### src/rtl/store_buffer_pkg.sv
// Shared definitions for the store buffer.
// Contents: default geometry (depth, address width, data width), the RISC-V
// store funct3 size codes, and the fence-sequencing FSM state encoding.
package store_buffer_pkg;

    localparam int SB_DEPTH     = 4;
    localparam int SB_ADDR_SIZE = 32;
    localparam int SB_WORD_LEN  = 32;

    // Store size codes (funct3); carried through untouched to data memory
    localparam logic [2:0] FUNCT3_SB = 3'b000;
    localparam logic [2:0] FUNCT3_SH = 3'b001;
    localparam logic [2:0] FUNCT3_SW = 3'b010;

    typedef enum logic [1:0] {
        NORMAL = 2'd0,
        FENCE  = 2'd1,
        DONE   = 2'd2
    } sb_state_e;

endpackage

### src/rtl/store_buffer_if.sv
// Store buffer bus bundle.
// Groups the MEM-stage store request, the load hazard probe, the data-memory
// write port and the fence/status signals.
//   master : pipeline side (drives requests, grant and fence; observes status)
//   slave  : store buffer side
interface store_buffer_if
    import store_buffer_pkg::*;
#(
    parameter int DEPTH     = SB_DEPTH,
    parameter int ADDR_SIZE = SB_ADDR_SIZE,
    parameter int WORD_LEN  = SB_WORD_LEN
);
    localparam int CNT_W = $clog2(DEPTH) + 1;

    logic                 stValid;
    logic [ADDR_SIZE-1:0] stAddr;
    logic [2:0]           stSize;
    logic [WORD_LEN-1:0]  stData;
    logic [ADDR_SIZE-1:0] stPc;
    logic                 stReady;
    logic                 ldValid;
    logic [ADDR_SIZE-1:0] ldAddr;
    logic                 ldHazard;
    logic                 memGrant;
    logic                 memWriteEnable;
    logic [ADDR_SIZE-1:0] memAddr;
    logic [2:0]           memUnitSize;
    logic [WORD_LEN-1:0]  memWriteData;
    logic [ADDR_SIZE-1:0] memPc;
    logic                 fenceReq;
    logic                 fenceDone;
    logic                 empty;
    logic [CNT_W-1:0]     count;

    modport master (
        output stValid, stAddr, stSize, stData, stPc, ldValid, ldAddr, memGrant, fenceReq,
        input  stReady, ldHazard, memWriteEnable, memAddr, memUnitSize, memWriteData, memPc,
               fenceDone, empty, count
    );

    modport slave (
        input  stValid, stAddr, stSize, stData, stPc, ldValid, ldAddr, memGrant, fenceReq,
        output stReady, ldHazard, memWriteEnable, memAddr, memUnitSize, memWriteData, memPc,
               fenceDone, empty, count
    );

endinterface

### src/rtl/store_buffer_match.sv
// Word-granular address comparators for load hazard detection.
// Ports:
//   entry_word  : word address (byte address >> 2) of every buffer slot
//   entry_valid : slot occupancy mask
//   ld_word     : word address of the load in MEM
//   hit         : some occupied slot targets the same word
module store_buffer_match #(
    parameter int DEPTH  = 4,
    parameter int WORD_W = 30
) (
    input  logic [DEPTH-1:0][WORD_W-1:0] entry_word,
    input  logic [DEPTH-1:0]             entry_valid,
    input  logic [WORD_W-1:0]            ld_word,
    output logic                         hit
);

    // OR-reduce the per-slot compares; only occupied slots may hit
    always_comb begin
        hit = 1'b0;
        for (int i = 0; i < DEPTH; i++) begin
            if (entry_valid[i] && (entry_word[i] == ld_word)) begin
                hit = 1'b1;
            end else begin
                hit = hit;
            end
        end
    end

endmodule

### src/rtl/store_buffer.sv
// In-order store buffer between the MEM stage and the data-memory write port.
// Ports:
//   clk  : single clock, all state on the rising edge
//   rstn : synchronous active-low reset
//   sb   : store_buffer_if slave (store request, load probe, memory write
//          port, fence handshake, empty/count status)
// Stores are queued in a circular FIFO and retired oldest-first whenever the
// memory port is granted. A fence blocks new stores until the FIFO drains and
// then pulses fenceDone for one cycle.
module store_buffer
    import store_buffer_pkg::*;
#(
    parameter int DEPTH     = SB_DEPTH,
    parameter int ADDR_SIZE = SB_ADDR_SIZE,
    parameter int WORD_LEN  = SB_WORD_LEN
) (
    input logic         clk,
    input logic         rstn,
    store_buffer_if.slave sb
);

    localparam int PTR_W = $clog2(DEPTH);
    localparam int CNT_W = PTR_W + 1;

    logic [PTR_W-1:0]     head_q, head_d, tail_q, tail_d;
    logic [CNT_W-1:0]     count_q, count_d;
    logic [DEPTH-1:0]     valid_q, valid_d;
    sb_state_e            state_q, state_d;
    logic [ADDR_SIZE-1:0] addr_q [DEPTH];
    logic [ADDR_SIZE-1:0] addr_d [DEPTH];
    logic [2:0]           size_q [DEPTH];
    logic [2:0]           size_d [DEPTH];
    logic [WORD_LEN-1:0]  data_q [DEPTH];
    logic [WORD_LEN-1:0]  data_d [DEPTH];
    logic [ADDR_SIZE-1:0] pc_q   [DEPTH];
    logic [ADDR_SIZE-1:0] pc_d   [DEPTH];

    logic                               st_ready_s, push_s, pop_s, hit_s;
    logic [DEPTH-1:0][ADDR_SIZE-3:0]    entry_word_s;
    logic [1:0]                         unused_ld_low_s;

    // FIFO bookkeeping: enqueue at tail, retire at head
    always_comb begin
        st_ready_s = (count_q < CNT_W'(DEPTH)) && (state_q == NORMAL);
        push_s     = sb.stValid && st_ready_s;
        // no write may leave during a reset cycle
        pop_s      = (count_q != {CNT_W{1'b0}}) && sb.memGrant && rstn;
        head_d     = head_q;
        tail_d     = tail_q;
        count_d    = count_q;
        valid_d    = valid_q;
        addr_d     = addr_q;
        size_d     = size_q;
        data_d     = data_q;
        pc_d       = pc_q;
        if (push_s) begin
            addr_d[tail_q]  = sb.stAddr;
            size_d[tail_q]  = sb.stSize;
            data_d[tail_q]  = sb.stData;
            pc_d[tail_q]    = sb.stPc;
            valid_d[tail_q] = 1'b1;
            tail_d = (tail_q == PTR_W'(DEPTH - 1)) ? {PTR_W{1'b0}} : tail_q + PTR_W'(1);
        end else begin
            tail_d = tail_q;
        end
        // push and pop never share a slot: pop needs an entry, push needs a free one
        if (pop_s) begin
            valid_d[head_q] = 1'b0;
            head_d = (head_q == PTR_W'(DEPTH - 1)) ? {PTR_W{1'b0}} : head_q + PTR_W'(1);
        end else begin
            head_d = head_q;
        end
        case ({push_s, pop_s})
            2'b10:   count_d = count_q + CNT_W'(1);
            2'b01:   count_d = count_q - CNT_W'(1);
            default: count_d = count_q;
        endcase
    end

    // Fence sequencing; FENCE looks at count_d so a drain on the same edge counts
    always_comb begin
        state_d = state_q;
        case (state_q)
            NORMAL: begin
                if (sb.fenceReq) state_d = FENCE;
                else             state_d = NORMAL;
            end
            FENCE: begin
                if (count_d == {CNT_W{1'b0}}) state_d = DONE;
                else                          state_d = FENCE;
            end
            DONE:    state_d = NORMAL;
            default: state_d = NORMAL;
        endcase
    end

    // Control state registers with synchronous reset
    always_ff @(posedge clk) begin
        if (!rstn) begin
            head_q  <= {PTR_W{1'b0}};
            tail_q  <= {PTR_W{1'b0}};
            count_q <= {CNT_W{1'b0}};
            valid_q <= {DEPTH{1'b0}};
            state_q <= NORMAL;
        end else begin
            head_q  <= head_d;
            tail_q  <= tail_d;
            count_q <= count_d;
            valid_q <= valid_d;
            state_q <= state_d;
        end
    end

    // Entry payload storage; occupancy lives in valid_q so no reset is needed
    always_ff @(posedge clk) begin
        addr_q <= addr_d;
        size_q <= size_d;
        data_q <= data_d;
        pc_q   <= pc_d;
    end

    // Word addresses of all slots for the hazard comparators
    always_comb begin
        for (int i = 0; i < DEPTH; i++) begin
            entry_word_s[i] = addr_q[i][ADDR_SIZE-1:2];
        end
        unused_ld_low_s = sb.ldAddr[1:0];
    end

    store_buffer_match #(
        .DEPTH  (DEPTH),
        .WORD_W (ADDR_SIZE - 2)
    ) u_match (
        .entry_word  (entry_word_s),
        .entry_valid (valid_q),
        .ld_word     (sb.ldAddr[ADDR_SIZE-1:2]),
        .hit         (hit_s)
    );

    // Outputs: memory port presents the head entry directly
    always_comb begin
        sb.stReady        = st_ready_s;
        sb.memWriteEnable = pop_s;
        sb.memAddr        = addr_q[head_q];
        sb.memUnitSize    = size_q[head_q];
        sb.memWriteData   = data_q[head_q];
        sb.memPc          = pc_q[head_q];
        sb.ldHazard       = sb.ldValid && hit_s;
        sb.fenceDone      = (state_q == DONE);
        sb.empty          = (count_q == {CNT_W{1'b0}});
        sb.count          = count_q;
    end

endmodule

### src/flat_wrapper.sv
// flat-port wrapper written by rule: the top's interface ports become plain ports
module store_buffer_flat import store_buffer_pkg::*;
#(
    parameter int DEPTH     = SB_DEPTH,
    parameter int ADDR_SIZE = SB_ADDR_SIZE,
    parameter int WORD_LEN  = SB_WORD_LEN
)
  (clk, rstn, sb_stValid, sb_stAddr, sb_stSize, sb_stData, sb_stPc, sb_ldValid, sb_ldAddr, sb_memGrant, sb_fenceReq, sb_stReady, sb_ldHazard, sb_memWriteEnable, sb_memAddr, sb_memUnitSize, sb_memWriteData, sb_memPc, sb_fenceDone, sb_empty, sb_count);
  store_buffer_if #(.DEPTH(DEPTH), .ADDR_SIZE(ADDR_SIZE), .WORD_LEN(WORD_LEN)) sb_i ();
  input logic clk;
  input logic rstn;
  input wire logic [$bits(sb_i.stValid)-1:0] sb_stValid;
  input wire logic [$bits(sb_i.stAddr)-1:0] sb_stAddr;
  input wire logic [$bits(sb_i.stSize)-1:0] sb_stSize;
  input wire logic [$bits(sb_i.stData)-1:0] sb_stData;
  input wire logic [$bits(sb_i.stPc)-1:0] sb_stPc;
  input wire logic [$bits(sb_i.ldValid)-1:0] sb_ldValid;
  input wire logic [$bits(sb_i.ldAddr)-1:0] sb_ldAddr;
  input wire logic [$bits(sb_i.memGrant)-1:0] sb_memGrant;
  input wire logic [$bits(sb_i.fenceReq)-1:0] sb_fenceReq;
  output wire logic [$bits(sb_i.stReady)-1:0] sb_stReady;
  output wire logic [$bits(sb_i.ldHazard)-1:0] sb_ldHazard;
  output wire logic [$bits(sb_i.memWriteEnable)-1:0] sb_memWriteEnable;
  output wire logic [$bits(sb_i.memAddr)-1:0] sb_memAddr;
  output wire logic [$bits(sb_i.memUnitSize)-1:0] sb_memUnitSize;
  output wire logic [$bits(sb_i.memWriteData)-1:0] sb_memWriteData;
  output wire logic [$bits(sb_i.memPc)-1:0] sb_memPc;
  output wire logic [$bits(sb_i.fenceDone)-1:0] sb_fenceDone;
  output wire logic [$bits(sb_i.empty)-1:0] sb_empty;
  output wire logic [$bits(sb_i.count)-1:0] sb_count;
  assign sb_i.stValid = sb_stValid;
  assign sb_i.stAddr = sb_stAddr;
  assign sb_i.stSize = sb_stSize;
  assign sb_i.stData = sb_stData;
  assign sb_i.stPc = sb_stPc;
  assign sb_i.ldValid = sb_ldValid;
  assign sb_i.ldAddr = sb_ldAddr;
  assign sb_i.memGrant = sb_memGrant;
  assign sb_i.fenceReq = sb_fenceReq;
  assign sb_stReady = sb_i.stReady;
  assign sb_ldHazard = sb_i.ldHazard;
  assign sb_memWriteEnable = sb_i.memWriteEnable;
  assign sb_memAddr = sb_i.memAddr;
  assign sb_memUnitSize = sb_i.memUnitSize;
  assign sb_memWriteData = sb_i.memWriteData;
  assign sb_memPc = sb_i.memPc;
  assign sb_fenceDone = sb_i.fenceDone;
  assign sb_empty = sb_i.empty;
  assign sb_count = sb_i.count;
  store_buffer #(.DEPTH(DEPTH), .ADDR_SIZE(ADDR_SIZE), .WORD_LEN(WORD_LEN)) u_core (.clk(clk), .rstn(rstn), .sb(sb_i));
endmodule
### config.mk
export PLATFORM = sky130hd
export DESIGN_NAME = store_buffer_flat
export DESIGN_NICKNAME = d
export VERILOG_FILES = /design/src/rtl/store_buffer_pkg.sv /design/src/rtl/store_buffer_if.sv /design/src/rtl/store_buffer_match.sv /design/src/rtl/store_buffer.sv /design/src/flat_wrapper.sv
export SDC_FILE = /design/constraint.sdc
export NUM_CORES = 1
export LEC_CHECK = 0
export CORE_MARGIN = 2
export CORE_UTILIZATION = 36
export CTS_CLUSTER_DIAMETER = 120
export DETAILED_ROUTE_END_ITERATION = 7
export MAX_ROUTING_LAYER = met4
export PLACE_DENSITY_LB_ADDON = 0.3
export SETUP_SLACK_MARGIN = 0.2
export SLEW_MARGIN = 20
export SYNTH_ARGS = -nofsm -noshare
export SYNTH_HDL_FRONTEND = slang
export SYNTH_SLANG_ARGS = --single-unit
### constraint.sdc
create_clock -name clk -period 3.9 [get_ports clk]
set_input_delay 0.78 -clock clk [delete_from_list [all_inputs] [get_ports clk]]
set_output_delay 0.78 -clock clk [all_outputs]
set_load 0.01 [all_outputs]
==> impl_metrics.json <==
{
  "grt_pass1_vias": 9122,
  "yosysWarnings": 0,
  "p_leak_nw": 6.72,
  "clock_skew_ps": 15.9,
  "final-setup-viol-count": 0,
  "drv_slew": 0,
  "slowest_delay_ps": 470,
  "hold_violations": 0,
  "ys_ff_latch": 409,
  "seq_area_mm2": 0.0122,
  "crit-reg2reg-launch": "u_core.state_q[1]",
  "grt_max_degree": 101,
  "synth_cell_types": 37,
  "reg2reg_slack_ps": 1340,
  "ioPinCount": 244,
  "hp-start": "u_core.tail_q[1]",
  "clockBufferDepth": 3,
  "routabilityCongestion": 0.826,
  "drt_first_pass_iters": 4,
  "worst_pin_slew_ps": 710,
  "hold_slack_ps": 500,
  "die-area_mm2": 0.0474,
  "maxCapViolations": 0,
  "end_kind": "primary output",
  "drive_above_1_share_pct": 20.4,
  "min_period_ps": 3600,
  "dp_hpwl_mm": 24.5,
  "cp_common_cell": "nand4_1",
  "grt_overflow": 0,
  "row_count": 78,
  "synth_ff_type": "edfxtp_1",
  "cts_buffers": 44,
  "htree_levels": 2,
  "antenna_found_initial": 4,
  "wl_mm": 38.2,
  "drc": 0,
  "ir_worst_vdd_uv": 422,
  "critPathLaunchType": "primary input",
  "syn_nets": 920,
  "wl_per_cell_um": 22.4,
  "netlist_area_mm2": 0.0165,
  "hold_end": "u_core.tail_q[1]",
  "grt_setup_unrepaired": "no",
  "cts_tree": "done",
  "hold_depth": 2,
  "die_y_um": 218,
  "crit_slowest_cell": "clkdlybuf4s50_1",
  "maxSlewHeadroom_pct": 52.7,
  "crit_fanout": 2,
  "reg2regPathDepth": 10,
  "synthArstFlopShare_pct": 0,
  "grt_pass1_wl_mm": 56.6,
  "vias_per_cell": 4.92,
  "synthToLayoutAreaGrowth_pct": 29.2,
  "critPathRequiredTime_ps": 3120,
  "path_cells": "clkdlybuf4s50_1 -> xnor2_2 -> nand4_1 -> nor4_2 -> buf_4 -> nand4_1 -> a41oi_2 -> dlygate4sd2_1",
  "avgSynthCellArea_um2": 21.3,
  "clk_latency_ps": 560,
  "dp_cells": 1621,
  "place_ws_ps": -71.1,
  "fmax_ghz": 0.278,
  "fill_cells": 3861,
  "multi_input_area_mm2": 0.00409,
  "powerDensity_mw_per_mm2": 567,
  "via_count": 8375,
  "hold_class": "reg2reg",
  "syn_inst": 773,
  "grt_use_total_pct": 16.6,
  "clkSinkCount": 409,
  "antenna_left": 0,
  "root_buffer": "clkbuf_16",
  "outcome": "finished, final reports clean",
  "io_buffers": 241,
  "die_w_um": 218,
  "fin_nets": 1214,
  "final_cells": 1703,
  "cts.clk_slew.worst_paths_ps": 60,
  "post_cts_buffers": 0,
  "core-area_mm2": 0.0453,
  "synth_edf_count": 396,
  "yosysSeqAreaShare_pct": 73.9,
  "critical_path_class": "in2out",
  "setup_ws_ps": 303,
  "drtIter0Drc": 488,
  "r2r-end": "u_core.state_q[0]",
  "timing.final.crit_share_pct": 92.2,
  "arrival_ps": 2820,
  "initial_core_util_pct": 36.3
}
## repair_timing
action,CTS,global route
hold buffers,0,0
setup endpoints to repair,1,0
resized for setup,13,0
## critical path: cells and delay by family
family	cells	cell delay [ps]
simple gates	3	590
xor+xnor	1	260
buf+inv	3	920
compound gates	1	260
## layer usage
metal | part of all wire, % | global-route usage (%) | routed length (µm)
met1 | 41 | 20.7 | 15800
met2 | 49 | 26.3 | 18800
met3 | 7.4 | 5.34 | 2820
met4 | 2.0 | 4.20 | 755
met5 | 0 | - | 0
## flip-flops by register name, indices dropped and copies added, names as in the netlist, 3 cells and up
signal	flops
u_core.addr_q	128
u_core.data_q	128
u_core.pc_q	128
u_core.sb.count	3
u_core.size_q	12
u_core.valid_q	4
## Yosys cell counts (8+ instances only)
| cell | n | area (µm²) |
|---|---|---|
| dfxtp_1 | 13 | 260 |
| nand4_1 | 24 | 150 |
| buf_2 | 16 | 80.1 |
| xor2_1 | 45 | 394 |
| edfxtp_1 | 396 | 11900 |
| ha_1 | 9 | 113 |
| nand2_1 | 11 | 41.3 |
| nor4_1 | 16 | 100 |
| mux4_2 | 99 | 2230 |
| buf_6 | 8 | 90.1 |
| xnor2_1 | 72 | 631 |
| buf_4 | 8 | 60.1 |
## layout by cell type (no fill, tap or decap), drive strengths merged, types with 2 or more instances in the layout
cell type,instances
clkdlybuf4s50,235
nand4,24
clkbuf,60
dlygate4sd2,6
dfxtp,13
nor3,3
mux4,99
bufinv,3
a21oi,2
nor3b,2
o211a,4
nor2,4
ha,9
clkinv,14
and2,2
nor4,16
nand2,11
inv,8
xor2,45
diode,4
o31ai,2
and3,5
o21ai,3
xnor2,77
a21boi,2
edfxtp,396
buf,44
nor2b,3
## power by group
group / internal [mW] / leakage, nW / switching [mW]
Combinational: 1.37 / 2.33 / 1.18
Clock: 2.36 / 0.669 / 1.62
Sequential: 5.32 / 3.72 / 0.184
## logic make-up after synthesis
kind of cell,after synthesis,share of synthesized area [%]
buffers and inverters,45,1.70
and+or+nand+nor,73,2.62
AOI/OAI and AO/OA,14,0.677
xor gates and xnor gates,122,6.72
adders and majority gates,10,0.806
DFF,409,73.9
muxes,100,13.6
## stage by stage
stage                     power (mW)  cell area [µm²]  TNS (ps)  utilization, %
after floorplan                 6.85            16500         0               -
after global placement          8.17            19800     -12.3            43.8
after detailed placement        8.20            19800     -71.1            43.8
after CTS                       12.2            21200         0            46.9
after global routing            12.6            21300         0            46.9
final                           12.0            21300         0            46.9
## final cells by class
cell class,count,area share (%)
tap,600,3.53
clock inverter,18,0.742
sequential,409,57.2
inverter,8,0.141
antenna,4,0.0471
multi-input combinational,319,19.2
clock buffer,60,5.70
timing repair buffer,285,13.4
## worst max path at each step
stage	start	end	slack (ps)	cells after the start
floorplan	u_core.state_q[1]	u_core.addr_q[0]	300	2
global placement	sb_ldAddr[2]	sb_ldHazard	-10	8
detailed placement	sb_ldAddr[2]	sb_ldHazard	-70	8
CTS	sb_ldAddr[28]	sb_ldHazard	310	8
global route	sb_ldAddr[7]	sb_ldHazard	250	7
finish	sb_ldAddr[28]	sb_ldHazard	300	8
Note: power is estimated with default switching activity, not from simulation.
==> variant 1, RTL diff (same flow settings) <==
`SB_WORD_LEN`: 32 -> 64.
--- a/src/rtl/store_buffer_pkg.sv
+++ b/src/rtl/store_buffer_pkg.sv
@@ -5,7 +5,7 @@
 
     localparam int SB_DEPTH     = 4;
     localparam int SB_ADDR_SIZE = 32;
-    localparam int SB_WORD_LEN  = 32;
+    localparam int SB_WORD_LEN  = 64;
 
     // Store size codes (funct3); carried through untouched to data memory
     localparam logic [2:0] FUNCT3_SB = 3'b000;
Interface: changed (resized sb_memWriteData and sb_stData); port bits go from 244 to 308. No check against the original RTL was run, so the function may have changed too.
==> variant 1 against the unedited design <==
Sequential cell count is 128 higher. Setup slack worse by 0.027 ns. Routed wire length is 27% higher. Cell area is 29% higher. Via count is 24% higher. Synthesized area is 28% higher. Clock power is 38% higher. Register-to-register slack worse by 0.21 ns. Power is 36% higher. Largest cell class unchanged.
==> variant 1: results (changes against the unedited design) <==
Status - finished, final reports clean
Leading post-synthesis cells by cell area - edfxtp_1, mux4_2, xnor2_1
DRT met1 WL - 20.0 mm (+26%)
Skew final - 0.0195 ns (+0.00356 ns)
CP max stage cell - clkdlybuf4s50_1
Wire length on met3 - 3.81 mm (+35%)
Sequential-to-total area share from yosys stat - 75.8% (+2.0 points)
Post-CTS sizing - 7 (-6)
Fraction of layout cells with a size suffix above 1 - 21.5% (+1.1 points)
Top flop regs - u_core.data_q: 256 flops, u_core.addr_q: 128 flops, u_core.pc_q: 128 flops
Violation count after the first detailed-route iteration - 507 (+3.9%)
Initial antenna violation count - 9 (+5)
# fillers - 4821 (+25%)
GP Congestion - 0.834 (+1.1%)
NetSw - 4.10 mW (+37%)
Vias in the first global route - 11380 (+25%)
Xor/xnor share of the synthesized area - 5.39% (-1.3 points)
First-pass GRT wire length - 71.5 mm (+26%)
P_leak - 8.66 nW (+29%)
Most frequent cells after synthesis - edfxtp_1, mux4_2, xnor2_1, xor2_1
Yosys Warn Count - 0 (unchanged)
Mux share of post-synthesis cell area - 14.0% (+0.42 points)
Worst-Margin Slew - 0.641 ns (-0.0691 ns)
Compound-gate portion of the synthesized area - 0.587% (-0.090 points)
Syn Area/Cell - 22.4 µm² (+5.1%)
Distinct cells, synth - 35 (-5.4%)
Final instance count without filler cells - 2135 (+25%)
HPWL Detailed - 32.1 mm (+31%)
DR vias - 10356 (+24%)
Tot GR Track Use - 16.5% (-0.082 points)
Worst skew pair latency - 0.61 ns (+0.05 ns)
Largest net degree at the start of global routing - 75 (-26%)
Comb pwr share - 22.0% (+0.8 points)
Cells after DPL - 2021 (+25%)
Worst stage delay on the critical path - 0.55 ns (+0.08 ns)
Metal2 WL - 23.5 mm (+25%)
Grt met3 use - 5.94% (+0.60 points)
Post-synth EDFFs - 524 (+32%)
Met1 Track Usage GR - 19.9% (-0.77 points)
Post-DR wirelength/cell - 22.7 µm (+1.1%)
CTS root buf - clkbuf_16
GR Layer Usage met2 - 26.5% (+0.14 points)
Post-synthesis adder-cell area fraction - 0.629% (-0.18 points)
Port Buf Inserts - 305 (+27%)
Maximum VDD drop - 367 µV (-13%)
Final net count - 1495 (+23%)
Num CTS Buffers - 58 (+32%)
CP max FO - 3 (+1)
Clock share of power - 33.8% (+0.7 points)
Synth Net Count - 1122 (+22%)
[variant 1: cell types whose count changed in the layout (fill, tap and decap cells not counted), sizes merged, moves of 4 or more]
cell,before,now
edfxtp,396,524
clkdlybuf4s50,235,300
mux4,99,131
buf,44,56
clkbuf,60,72
clkinv,14,22
nand2,11,5
a21oi,2,7
diode,4,9
bufinv,3,7
inv,8,12
[variant 1: final timing paths]
kind,start,to,slack [ns],depth (start not counted)
min,u_core.tail_q[1],u_core.tail_q[1],0.50,2
min reg2reg,u_core.tail_q[1],u_core.tail_q[1],0.50,2
max reg2reg,u_core.state_q[1],u_core.state_q[0],1.13,10
max,sb_ldAddr[25],sb_ldHazard,0.28,9
[variant 1: worst reg2reg max path, cell delays in order (launching register included)]
cell     delay (ns)
dfxtp_1        0.34
nor3_2         0.50
nand2_1        0.23
ha_1           0.26
inv_1          0.07
fa_1           0.42
nor2b_1        0.16
a32o_1         0.27
o21ai_0        0.21
mux2i_1        0.11
nor3_1         0.13
[variant 1: final cells by class]
| cell class | count | area [µm²] | share of cell area (%) |
|---|---|---|---|
| timing repair buffer | 361 | 3680 | 13.4 |
| sequential | 537 | 16000 | 58.4 |
| clock buffer | 72 | 1550 | 5.67 |
| clock inverter | 33 | 394 | 1.44 |
| multi-input combinational | 348 | 4770 | 17.4 |
| antenna | 9 | 22.5 | 0.0821 |
| tap | 765 | 957 | 3.49 |
| inverter | 10 | 37.5 | 0.137 |
[variant 1: stage by stage]
stage	worst slack [ns]	total power, mW	area, µm²	hold slack, ns
6_report	0.276	16.3	27400	0.504
5_1_grt	0.233	17.0	27400	0.523
3_3_place_gp	-0.00867	11.0	25400	0.471
3_5_place_dp	0.00818	11.0	25400	0.490
2_1_floorplan	1.04	9.07	21100	0.440
4_1_cts	0.274	16.6	27400	0.505
==> variant 2, RTL diff (same flow settings) <==
Without the edit above. Make the reset (`rstn`) asynchronous in one clocked block. Comments in the files are not updated.
--- a/src/rtl/store_buffer.sv
+++ b/src/rtl/store_buffer.sv
@@ -95,7 +95,7 @@
     end
 
     // Control state registers with synchronous reset
-    always_ff @(posedge clk) begin
+    always_ff @(posedge clk or negedge rstn) begin
         if (!rstn) begin
             head_q  <= {PTR_W{1'b0}};
             tail_q  <= {PTR_W{1'b0}};
Function: differs if rstn is asserted again (counterexample within 4 cycles, from zero or initial values and one cycle with rstn low); with rstn held inactive, the same outputs for 4 cycles.
==> variant 2 against the unedited design <==
Setup slack better by 0.024 ns. Sequential cell count unchanged. Global-route usage down 0.32 points. Synthesized area about the same. Routed wire length down 2.4%. Power up 9.5%. Sequential share of layout area up 0.22 points. Maximum frequency up 0.66%. Critical path depth up 1. Cell area up 0.15%. Largest cell class unchanged. Highest routed layer unchanged.
==> variant 2: results (changes against the unedited design) <==
Status - finished, final reports clean
Worst-Margin Slew - 0.832 ns (+0.122 ns)
Worst stage delay on the critical path - 0.50 ns (+0.03 ns)
Synth Net Count - 907 (-1.4%)
Comb pwr share - 30.1% (+8.9 points)
Distinct cells, synth - 33 (-11%)
Multi-input combinational area share - 18.8% (-0.42 points)
Leading post-synthesis cells by cell area - edfxtp_1, mux4_2, xnor2_1
ClkCell Share - 6.20% (-0.25 points)
Compound-gate portion of the synthesized area - 0.479% (-0.20 points)
Post-CTS sizing - 10 (-3)
Sequential share of cell area - 57.4% (+0.22 points)
Final net count - 1207 (-0.58%)
P_leak - 6.82 nW (+1.5%)
Final instance count without filler cells - 1695 (-0.47%)
Sequential-to-total area share from yosys stat - 74.2% (+0.37 points)
Xor/xnor share of the synthesized area - 6.84% (+0.12 points)
NetSw - 3.65 mW (+22%)
Post-layout util - 47.0% (+0.072 points)
Seq power - 5.39 mW (-2%)
Tot GR Track Use - 16.3% (-0.32 points)
Mux share of post-synthesis cell area - 13.6% (about the same)
R2R cell count - 9 (-1)
# fillers - 3824 (-0.96%)
Pre-CTS WS - -0.0660 ns (+0.00504 ns)
Multi-input logic cell count - 302 (-5.3%)
Syn Area/Cell - 21.7 µm² (+1.7%)
Post-synthesis adder-cell area fraction - 0.806% (about the same)
Antenna Cells - 5 (+1)
CP arrival - 2.79 ns (-0.03 ns)
Non-clock inverters - 12 (+4)
Initial antenna violation count - 5 (+1)
Fraction of layout cells with a size suffix above 1 - 20.8% (+0.44 points)
Most frequent cells after synthesis - edfxtp_1, mux4_2, xnor2_1, xor2_1, nand4_1
Comb pwr - 3.96 mW (+55%)
Plain + repair buffers - 291 (+2.1%)
HPWL Detailed - 23.9 mm (-2.8%)
First-pass GRT wire length - 55.1 mm (-2.6%)
Hold Crit Depth - 1 (-1)
Layout non-clock buf frac - 13.8% (+0.38 points)
Skew final - 0.0146 ns (-0.00134 ns)
[variant 2: changes by cell type in the layout (fill, tap and decap cells not counted), sizes merged, moves of 3 or more]
cell and change:
inv +6, dfrtp +13, a2bb2oi +4, clkinv +3, clkbuf -5, buf +6, o211a -4, nand2 -7
dfxtp -13
[variant 2: worst paths after layout]
check / from / to / slack (ns)
setup / recovery: sb_ldAddr[25] / sb_ldHazard / 0.33
hold / removal: u_core.state_q[1] / u_core.state_q[0] / 0.52
setup reg to reg: u_core.sb.count[2] / u_core.state_q[0] / 1.41
hold reg to reg: u_core.state_q[1] / u_core.state_q[0] / 0.52
max in group asynchronous: rstn / u_core.head_q[1] / 3.12
min in group asynchronous: rstn / u_core.sb.count[0] / 0.58
[variant 2: layer usage]
layer  routed length, µm  track usage, %  up-vias
met5                   0               -        -
met4                 793            4.65        0
met3                3280            5.90       57
met2               17600            24.8      249
met1               15600            20.5     4233
li1                    -               -     3708
